[config.mk]
export PLATFORM = sky130hd
export DESIGN_NAME = stump_control_flat
export DESIGN_NICKNAME = d
export VERILOG_FILES = /design/src/rtl/stump_control_if.sv /design/src/rtl/stump_control.sv /design/src/flat_wrapper.sv
export SDC_FILE = /design/constraint.sdc
export NUM_CORES = 1
export LEC_CHECK = 0
export CORE_ASPECT_RATIO = 1.25
export CORE_MARGIN = 2
export CORE_UTILIZATION = 43
export DETAILED_ROUTE_END_ITERATION = 10
export PLACE_DENSITY = 0.83
export SYNTH_ARGS = -nofsm -noshare
export SYNTH_HDL_FRONTEND = slang
export SYNTH_SLANG_ARGS = --single-unit
[constraint.sdc]
create_clock -name clk -period 3.8 [get_ports clk]
set_input_delay 0.38 -clock clk [delete_from_list [all_inputs] [get_ports clk]]
set_output_delay 0.38 -clock clk [all_outputs]
set_load 0.05 [all_outputs]
[src/rtl/stump_control_if.sv]
// Control bundle between the Stump sequencer and the register bank/ALU/memory datapath.
// The master modport is the datapath side, and the slave modport is the sequencer.
interface stump_control_if #(
    parameter int unsigned CNT_W = 16
);
    logic [15:0]      ir;
    logic [3:0]       flags;
    logic             mem_ready;
    logic             fetch_st;
    logic             exec_st;
    logic             mem_st;
    logic             ir_en;
    logic             pc_inc;
    logic [2:0]       alu_func;
    logic             imm_sel;
    logic [1:0]       shift_op;
    logic             cc_en;
    logic             reg_write;
    logic [2:0]       reg_dest;
    logic             addr_latch;
    logic             addr_sel;
    logic             mem_req;
    logic             mem_wen;
    logic [CNT_W-1:0] retired;

    modport master (
        output ir, flags, mem_ready,
        input  fetch_st, exec_st, mem_st, ir_en, pc_inc, alu_func, imm_sel, shift_op, cc_en,
               reg_write, reg_dest, addr_latch, addr_sel, mem_req, mem_wen, retired
    );

    modport slave (
        input  ir, flags, mem_ready,
        output fetch_st, exec_st, mem_st, ir_en, pc_inc, alu_func, imm_sel, shift_op, cc_en,
               reg_write, reg_dest, addr_latch, addr_sel, mem_req, mem_wen, retired
    );
endinterface

[src/rtl/stump_control.sv]
// Stump instruction sequencer: walks FETCH/EXECUTE/MEMORY, decodes IR into datapath
// strobes, evaluates branch conditions, and counts retired instructions.
module stump_control #(
    parameter int unsigned CNT_W = 16
) (
    input logic            clk,
    input logic            rst,
    stump_control_if.slave io_ctl
);
    typedef enum logic [1:0] {StIdle, StFetch, StExec, StMem} state_e;

    state_e           r_state;
    state_e           w_state_next;
    logic [CNT_W-1:0] r_retired;
    logic             w_retire;

    logic [2:0] w_op;
    logic       w_type;
    logic       w_s;
    logic [2:0] w_dst;
    logic [1:0] w_shift;

    assign w_op    = io_ctl.ir[15:13];
    assign w_type  = io_ctl.ir[12];
    assign w_s     = io_ctl.ir[11];
    assign w_dst   = io_ctl.ir[10:8];
    // Immediate forms carry no shift field; the low bits belong to the immediate.
    assign w_shift = w_type ? 2'b00 : io_ctl.ir[1:0];

    function automatic logic cond_pass(input logic [3:0] cc, input logic [3:0] f);
        logic n, z, v, c;
        {n, z, v, c} = f;
        case (cc)
            4'h0:    cond_pass = 1'b1;
            4'h1:    cond_pass = 1'b0;
            4'h2:    cond_pass = ~(c | z);
            4'h3:    cond_pass = c | z;
            4'h4:    cond_pass = ~c;
            4'h5:    cond_pass = c;
            4'h6:    cond_pass = ~z;
            4'h7:    cond_pass = z;
            4'h8:    cond_pass = ~v;
            4'h9:    cond_pass = v;
            4'hA:    cond_pass = ~n;
            4'hB:    cond_pass = n;
            4'hC:    cond_pass = ~(n ^ v);
            4'hD:    cond_pass = n ^ v;
            4'hE:    cond_pass = ~((n ^ v) | z);
            default: cond_pass = (n ^ v) | z;
        endcase
    endfunction

    always_ff @(posedge clk or posedge rst) begin
        if (rst) begin
            r_state <= StIdle;
        end else begin
            r_state <= w_state_next;
        end
    end

    always_comb begin
        w_state_next = r_state;
        unique case (r_state)
            StIdle:  w_state_next = StFetch;
            StFetch: if (io_ctl.mem_ready) w_state_next = StExec;
            StExec:  w_state_next = (w_op == 3'd6) ? StMem : StFetch;
            StMem:   if (io_ctl.mem_ready) w_state_next = StFetch;
            default: w_state_next = StIdle;
        endcase
    end

    always_comb begin
        io_ctl.fetch_st   = 1'b0;
        io_ctl.exec_st    = 1'b0;
        io_ctl.mem_st     = 1'b0;
        io_ctl.ir_en      = 1'b0;
        io_ctl.pc_inc     = 1'b0;
        io_ctl.alu_func   = 3'b000;
        io_ctl.imm_sel    = 1'b0;
        io_ctl.shift_op   = 2'b00;
        io_ctl.cc_en      = 1'b0;
        io_ctl.reg_write  = 1'b0;
        io_ctl.reg_dest   = 3'd0;
        io_ctl.addr_latch = 1'b0;
        io_ctl.addr_sel   = 1'b0;
        io_ctl.mem_req    = 1'b0;
        io_ctl.mem_wen    = 1'b0;
        w_retire          = 1'b0;
        unique case (r_state)
            StFetch: begin
                io_ctl.fetch_st = 1'b1;
                io_ctl.mem_req  = 1'b1;
                io_ctl.ir_en    = io_ctl.mem_ready;
                io_ctl.pc_inc   = io_ctl.mem_ready;
            end
            StExec: begin
                io_ctl.exec_st = 1'b1;
                if (w_op == 3'd7) begin
                    io_ctl.imm_sel   = 1'b1;
                    io_ctl.reg_dest  = 3'd7;
                    io_ctl.reg_write = cond_pass(io_ctl.ir[11:8], io_ctl.flags);
                    w_retire         = 1'b1;
                end else if (w_op == 3'd6) begin
                    io_ctl.imm_sel    = w_type;
                    io_ctl.shift_op   = w_shift;
                    io_ctl.addr_latch = 1'b1;
                end else begin
                    io_ctl.alu_func  = w_op;
                    io_ctl.imm_sel   = w_type;
                    io_ctl.shift_op  = w_shift;
                    io_ctl.cc_en     = w_s;
                    io_ctl.reg_write = 1'b1;
                    io_ctl.reg_dest  = w_dst;
                    w_retire         = 1'b1;
                end
            end
            StMem: begin
                io_ctl.mem_st   = 1'b1;
                io_ctl.mem_req  = 1'b1;
                io_ctl.addr_sel = 1'b1;
                io_ctl.mem_wen  = w_s;
                if (io_ctl.mem_ready) begin
                    io_ctl.reg_write = ~w_s;
                    io_ctl.reg_dest  = w_s ? 3'd0 : w_dst;
                    w_retire         = 1'b1;
                end
            end
            default: ;
        endcase
    end

    always_ff @(posedge clk or posedge rst) begin
        if (rst) begin
            r_retired <= '0;
        end else if (w_retire) begin
            r_retired <= r_retired + CNT_W'(1);
        end
    end

    assign io_ctl.retired = r_retired;
endmodule

[src/flat_wrapper.sv]
// flat-port wrapper written by rule: the top's interface ports become plain ports
module stump_control_flat 
#(
    parameter int unsigned CNT_W = 16
)
  (clk, rst, io_ctl_ir, io_ctl_flags, io_ctl_mem_ready, io_ctl_fetch_st, io_ctl_exec_st, io_ctl_mem_st, io_ctl_ir_en, io_ctl_pc_inc, io_ctl_alu_func, io_ctl_imm_sel, io_ctl_shift_op, io_ctl_cc_en, io_ctl_reg_write, io_ctl_reg_dest, io_ctl_addr_latch, io_ctl_addr_sel, io_ctl_mem_req, io_ctl_mem_wen, io_ctl_retired);
  stump_control_if #(.CNT_W(CNT_W)) io_ctl_i ();
  input logic clk;
  input logic rst;
  input wire logic [$bits(io_ctl_i.ir)-1:0] io_ctl_ir;
  input wire logic [$bits(io_ctl_i.flags)-1:0] io_ctl_flags;
  input wire logic [$bits(io_ctl_i.mem_ready)-1:0] io_ctl_mem_ready;
  output wire logic [$bits(io_ctl_i.fetch_st)-1:0] io_ctl_fetch_st;
  output wire logic [$bits(io_ctl_i.exec_st)-1:0] io_ctl_exec_st;
  output wire logic [$bits(io_ctl_i.mem_st)-1:0] io_ctl_mem_st;
  output wire logic [$bits(io_ctl_i.ir_en)-1:0] io_ctl_ir_en;
  output wire logic [$bits(io_ctl_i.pc_inc)-1:0] io_ctl_pc_inc;
  output wire logic [$bits(io_ctl_i.alu_func)-1:0] io_ctl_alu_func;
  output wire logic [$bits(io_ctl_i.imm_sel)-1:0] io_ctl_imm_sel;
  output wire logic [$bits(io_ctl_i.shift_op)-1:0] io_ctl_shift_op;
  output wire logic [$bits(io_ctl_i.cc_en)-1:0] io_ctl_cc_en;
  output wire logic [$bits(io_ctl_i.reg_write)-1:0] io_ctl_reg_write;
  output wire logic [$bits(io_ctl_i.reg_dest)-1:0] io_ctl_reg_dest;
  output wire logic [$bits(io_ctl_i.addr_latch)-1:0] io_ctl_addr_latch;
  output wire logic [$bits(io_ctl_i.addr_sel)-1:0] io_ctl_addr_sel;
  output wire logic [$bits(io_ctl_i.mem_req)-1:0] io_ctl_mem_req;
  output wire logic [$bits(io_ctl_i.mem_wen)-1:0] io_ctl_mem_wen;
  output wire logic [$bits(io_ctl_i.retired)-1:0] io_ctl_retired;
  assign io_ctl_i.ir = io_ctl_ir;
  assign io_ctl_i.flags = io_ctl_flags;
  assign io_ctl_i.mem_ready = io_ctl_mem_ready;
  assign io_ctl_fetch_st = io_ctl_i.fetch_st;
  assign io_ctl_exec_st = io_ctl_i.exec_st;
  assign io_ctl_mem_st = io_ctl_i.mem_st;
  assign io_ctl_ir_en = io_ctl_i.ir_en;
  assign io_ctl_pc_inc = io_ctl_i.pc_inc;
  assign io_ctl_alu_func = io_ctl_i.alu_func;
  assign io_ctl_imm_sel = io_ctl_i.imm_sel;
  assign io_ctl_shift_op = io_ctl_i.shift_op;
  assign io_ctl_cc_en = io_ctl_i.cc_en;
  assign io_ctl_reg_write = io_ctl_i.reg_write;
  assign io_ctl_reg_dest = io_ctl_i.reg_dest;
  assign io_ctl_addr_latch = io_ctl_i.addr_latch;
  assign io_ctl_addr_sel = io_ctl_i.addr_sel;
  assign io_ctl_mem_req = io_ctl_i.mem_req;
  assign io_ctl_mem_wen = io_ctl_i.mem_wen;
  assign io_ctl_retired = io_ctl_i.retired;
  stump_control #(.CNT_W(CNT_W)) u_core (.clk(clk), .rst(rst), .io_ctl(io_ctl_i));
endmodule
==> results of run 1 <==
## metal layers
metal | GRT usage (%) | share of wire, % | wire (um)
met1 | 21.5 | 39 | 1060
met2 | 33.0 | 52 | 1400
met3 | 3.59 | 8.7 | 236
met4 | 4.39 | 0.84 | 23
met5 | 0 | 0 | 0
## cell type report
cell class | count | share of cell area [%]
tap | 34 | 2.41
multi-input combinational | 87 | 38.9
timing repair buffer | 52 | 29.5
clock buffer | 4 | 2.05
inverter | 8 | 1.70
sequential | 18 | 25.5
## sequential cells by signal, indices dropped and copies added, names as in the netlist
signal and flops:
u_core.io_ctl.retired 16, u_core.r_state 2
## kinds of logic (layout without fill, tap and decap cells)
family | after synthesis | in the layout | share of synthesized area (%)
AO/OA/AOI/OAI | 12 | 12 | 7.73
XOR/XNOR | 16 | 16 | 11.7
adder cells (fa/ha/maj) | 5 | 5 | 5.22
buffers and inverters | 12 | 64 | 5.02
flip-flops | 18 | 18 | 37.6
multiplexers | 2 | 2 | 1.78
AND/OR/NAND/NOR | 52 | 52 | 30.9
## power by group through the flow
stage               sequential (uW)  clock [uW]  combinational, uW
floorplan                       334           0                312
global placement                261           0                538
detailed placement              264           0                546
CTS                             261         121                549
global route                    266         132                575
finish                          261         120                545
## stage by stage
| step | utilization (%) | instances | instance area [um2] | total power (uW) |
|---|---|---|---|---|
| after global routing | 66.6 | 203 | 1770 | 973 |
| after global placement | 65.2 | 199 | 1730 | 798 |
| final | 66.6 | 203 | 1770 | 925 |
| after detailed placement | 65.2 | 199 | 1730 | 810 |
| after CTS | 66.6 | 203 | 1770 | 931 |
| after floorplan | - | 117 | 1200 | 646 |
## cell usage in the layout (no fill, tap or decap), types with 2 or more instances in the layout
cell type / n
and3_1: 7
dfrtp_1: 18
nor3_1: 4
nor4b_2: 2
clkbuf_4: 3
nor4_4: 2
ha_1: 5
nor4bb_1: 2
o21ai_0: 2
nand2_1: 9
xor2_1: 14
nor2_1: 6
a21oi_1: 4
xnor2_1: 2
clkdlybuf4s50_1: 52
inv_1: 8
and2_1: 2
nand3_1: 3
nor3b_1: 2
## how the worst max path moves through the flow
stage	start	slack, ns	endpoint	cells after the start
after floorplan	u_core.r_state[0]	0.85	io_ctl_reg_dest[0]	5
after global placement	io_ctl_ir[11]	0.92	io_ctl_reg_write	6
after detailed placement	io_ctl_ir[11]	0.87	io_ctl_reg_write	6
after CTS	u_core.r_state[0]	0.84	io_ctl_reg_write	6
after global routing	u_core.r_state[0]	0.64	io_ctl_reg_write	5
final	u_core.r_state[1]	0.83	io_ctl_reg_write	6
## cells in the mapped netlist, drive strengths merged (3+ instances only)
library cell / count / area [um2]
buf: 3 / 26.3
nor4: 4 / 61.3
xor2: 14 / 123
nor4b: 3 / 38.8
inv: 8 / 30.0
ha: 5 / 62.6
nand2: 10 / 45.0
nand3: 3 / 15.0
nor2: 6 / 22.5
and3: 7 / 43.8
nor3: 4 / 20.0
a21oi: 4 / 20.0
dfrtp: 18 / 450
==> impl_metrics.toml, run 1 <==
[pwr]
p_int_uw = 463
pwr-share-seq_pct = 28.2
p_clk_share_pct = 13.0
power_frac_comb_pct = 58.9
netSwitchingPower_uw = 462
p_leak_uw = 0.000856
ir_worst_vdd_v = 0.000540
power.density_mw_per_mm2 = 524
switching_share_pct = 49.9

[drt]
ant_nets = 0
vias = 1080
drc = 0
firstDrtPassIters = 4
wl_per_cell_um = 13.4
drt-initial-drc-count = 7
avgViaCountPerCell = 5.32
routed_wl_mm = 2.73

[sta]
clock_skew_ns = 0.000801
tightest_slew_ns = 0.684
fin_tns_setup_ns = 0
period_minus_slack_ns = 2.97
max_freq_mhz = 337
timing_hold_violations_final = 0
relSlewSlack_pct = 54.4
rsz0062_at_grt = "false"
slew_violations = 0
post-route-worst-setup-slack_ns = 0.831
setup_viol = 0
fin_hold_ws_ns = 0.481
timing.final.crit_share_pct = 78.1

[clock_tree]
path_clk_slew_ns = 0.11
post_cts_resized = 0
cts-root-buf = "clkbuf_4"
htree_num_levels = 1
cts_tree = "done"
postCtsHoldBufs = 0
clkSinkCount = 18
clk_latency_ns = 0.29
cts_made_buffers = 3
cts_buffer_depth = 2
cts_setup_buffers = 0

[worst_setup_path]
endpoint_kind = "output pin"
critical-path-top-delay-family = "buffers and inverters"
critical_path_peak_fanout = 6
path_cells = "ha_1, nand3b_1, and3_1, and3_1, nor3_1, clkdlybuf4s50_1"
rr_endpoint = "u_core.io_ctl.retired[6]"
cp_common_cell = "and3_1"
crit_required_ns = 3.42
cp_num_buf_inv = 1
max_stage_delay_ns = 0.83
r2r_start = "u_core.r_state[0]"
reg2reg_depth = 5
crit_type = "register to output pin"
startpoint_type = "register"
critPathArrivalTime_ns = 2.59
r2r_setup_slack_ns = 1.96
cpMaxStageDelayCell = "clkdlybuf4s50_1"

[synth]
syn_area_per_cell_um2 = 10.2
synth-seq-cells = 18
synth_edf_count = 0
synth_cell_type_count = 41
yosysSeqAreaShare_pct = 37.6
ys.warnings.count = 0
synth_flop_cell = "dfrtp_1"
synth_nets = 145
synth-async-reset-ratio_pct = 100
synth_area_mm2 = 0.00120
synthCells = 117

[floorplanning]
core_mm2 = 0.00265
placementRows = 21
die_area_mm2 = 0.00323
start_util_pct = 45.1
die_h_um = 63
die_x_um = 51.2
ioPinCount = 59

[placed_design]
routabilityCongestion = 0.738
port_buffers = 52
hpwl_mm = 2.11
dp_worst_setup_slack_ns = 0.869

[global_routing]
grt-ovfl-total = 0
grt_start_max_net_pins = 19
antenna_found_initial = 0
grt_usage_pct = 18.3
grt_pass1_wl_mm = 4.72
grt_pass1_vias = 1104

[final_layout]
seqCellArea_um2 = 450
nFillCells = 215
layout-drive-gt1-share_pct = 7.69
multi_input_area_um2 = 687
syn_to_final_growth_pct = 47.5
num_antenna_cells = 0
nNetsFinal = 198

[run_status]
status = "complete, no violations"

[job]
maxCapViolCount = 0

[min_path]
hold_class = "input port to async pin"
(Power assumes the default switching activity.)
==> run 2, diff against run 1 <==
--- a/config.mk
+++ b/config.mk
@@ -7,9 +7,9 @@
 export LEC_CHECK = 0
 export CORE_ASPECT_RATIO = 1.25
 export CORE_MARGIN = 2
-export CORE_UTILIZATION = 43
+export CORE_UTILIZATION = 40
 export DETAILED_ROUTE_END_ITERATION = 10
-export PLACE_DENSITY = 0.83
+export PLACE_DENSITY = 0.78
 export SYNTH_ARGS = -nofsm -noshare
 export SYNTH_HDL_FRONTEND = slang
 export SYNTH_SLANG_ARGS = --single-unit
==> constraint.sdc (replaced) <==
create_clock -name clk -period 3.1 [get_ports clk]
set_input_delay 0.31 -clock clk [delete_from_list [all_inputs] [get_ports clk]]
set_output_delay 0.31 -clock clk [all_outputs]
set_load 0.05 [all_outputs]
==> impl_metrics.toml, run 2 (synthesized netlist as in run 1, its figures left out) <==
[final_layout]
finish.utilization_pct = 61.4
layout-drive-gt1-share_pct = 8.82
largest_reg_flops = 16
syn_to_final_growth_pct = 48.2
multi_input_area_um2 = 687
final_cell_mix = "clkdlybuf4s50_1, dfrtp_1, xor2_1"
num_antenna_cells = 0
layout_commonest_cell = "clkdlybuf4s50_1"
seqCellArea_um2 = 450
nFillCells = 256
nNetsFinal = 199

[worst_setup_path]
critical_path_peak_fanout = 6
reg2reg_depth = 3
cpMaxStageDelayCell = "clkdlybuf4s50_1"
path_cells = "ha_1, nand3b_1, a21boi_0, o21ai_0, clkdlybuf4s50_1"
cp_num_buf_inv = 1
r2r_start = "u_core.r_state[0]"
critPathArrivalTime_ns = 2.44
crit_type = "register to output pin"
path_depth = 5
endpoint_kind = "output pin"
startpoint_type = "register"
max_stage_delay_ns = 0.83
critical-path-top-delay-family = "buffers and inverters"
crit_required_ns = 2.79
cp-startpoint = "u_core.r_state[1]"

[drt]
route.met3.wl_um = 261
firstDrtPassIters = 4
wl_met2_mm = 1.42
avgViaCountPerCell = 5.18
wl_per_cell_um = 13.4
top_layer = "met4"
vias = 1067
drt-initial-drc-count = 3
wl_met1_mm = 1.06
drc = 0
ant_nets = 0
routed_wl_mm = 2.75

[clock_tree]
postCtsHoldBufs = 0
cts_made_buffers = 3
cts_tree = "done"
cts-root-buf = "clkbuf_4"
cts_setup_buffers = 0
cts_buffer_depth = 2
htree_num_levels = 1
post_cts_resized = 0
clkSinkCount = 18
clk_latency_ns = 0.29
path_clk_slew_ns = 0.11

[placed_design]
port_buffers = 52
hpwl_mm = 2.23
routabilityCongestion = 0.687

[global_routing]
grt_start_max_net_pins = 19
grt_pass1_vias = 1098
grt_pass1_wl_mm = 4.75
grt-ovfl-total = 0
grt_usage_pct = 17.9
antenna_found_initial = 0

[sta]
clock_skew_ns = 0.00406
timing.final.crit_share_pct = 88.8
rsz0062_at_grt = "false"
fin_tns_setup_ns = 0
timing_hold_violations_final = 0
max_freq_mhz = 363
period_minus_slack_ns = 2.75
setup_viol = 0
relSlewSlack_pct = 53.8
slew_violations = 0
tightest_slew_ns = 0.692

[job]
maxCapViolCount = 0

[floorplanning]
ioPinCount = 59
core_mm2 = 0.00289
die_area_mm2 = 0.00345
die_x_um = 52.9
start_util_pct = 41.4
placementRows = 22
die_h_um = 65.2

[pwr]
p_leak_uw = 0.000863
ir_worst_vdd_v = 0.000456
power.density_mw_per_mm2 = 642

[min_path]
hold_class = "input port to async pin"

[run_status]
status = "complete, no violations"
run 2: changes by cell type in the layout (fill, tap and decap cells not counted):
cell             previous run  this run
buf_4                       0         2
clkdlybuf4s50_1            52        51
run 2: layout make-up:
class / count / share of cell area [%]
Clock buffer: 4 / 2.05
Inverter: 8 / 1.69
Multi-Input combinational cell: 87 / 38.7
Sequential cell: 18 / 25.4
Tap cell: 36 / 2.54
Timing Repair Buffer: 53 / 29.6
run 2: metal layers:
layer / global-route usage, % / up-vias
met2: 32.8 / 49
met4: 4.49 / 0
met1: 19.7 / 499
li1: - / 517
met3: 5.00 / 2
met5: 0 / -
run 2: final timing paths:
kind                                              to  slack, ns
max                               io_ctl_reg_dest[0]       0.35
min                         u_core.io_ctl.retired[3]       0.42
max reg2reg                 u_core.io_ctl.retired[1]       1.31
min reg2reg                u_core.io_ctl.retired[15]       0.48
max in group asynchronous  u_core.io_ctl.retired[12]       2.25
min in group clk           u_core.io_ctl.retired[15]       0.48
run 2: power breakdown:
part / leakage (uW) / switching [uW] / internal, uW
clock network: 0.0000210 / 73.1 / 71.4
logic: 0.000601 / 449 / 226
registers: 0.000241 / 46.5 / 273
run 2: worst register-to-register path: cells and delay by family (launching register included):
family / cells / cell delay, ns
AO/OA/AOI/OAI: 1 / 0.56
multiplexers: 1 / 0.37
adder cells (fa/ha/maj): 1 / 0.32
flip-flops: 1 / 0.43
run 2: per-stage QoR:
stage | total power (uW) | area (um2) | worst slack [ns] | instances | hold slack, ns
3_5_place_dp | 1000 | 1740 | 0.469 | 202 | 0.463
4_1_cts | 1150 | 1770 | 0.323 | 206 | 0.437
2_1_floorplan | 792 | 1200 | 0.225 | 117 | 0.249
3_3_place_gp | 987 | 1740 | 0.489 | 202 | 0.457
6_report | 1140 | 1770 | 0.348 | 206 | 0.416
5_1_grt | 1210 | 1770 | 0.175 | 206 | 0.468
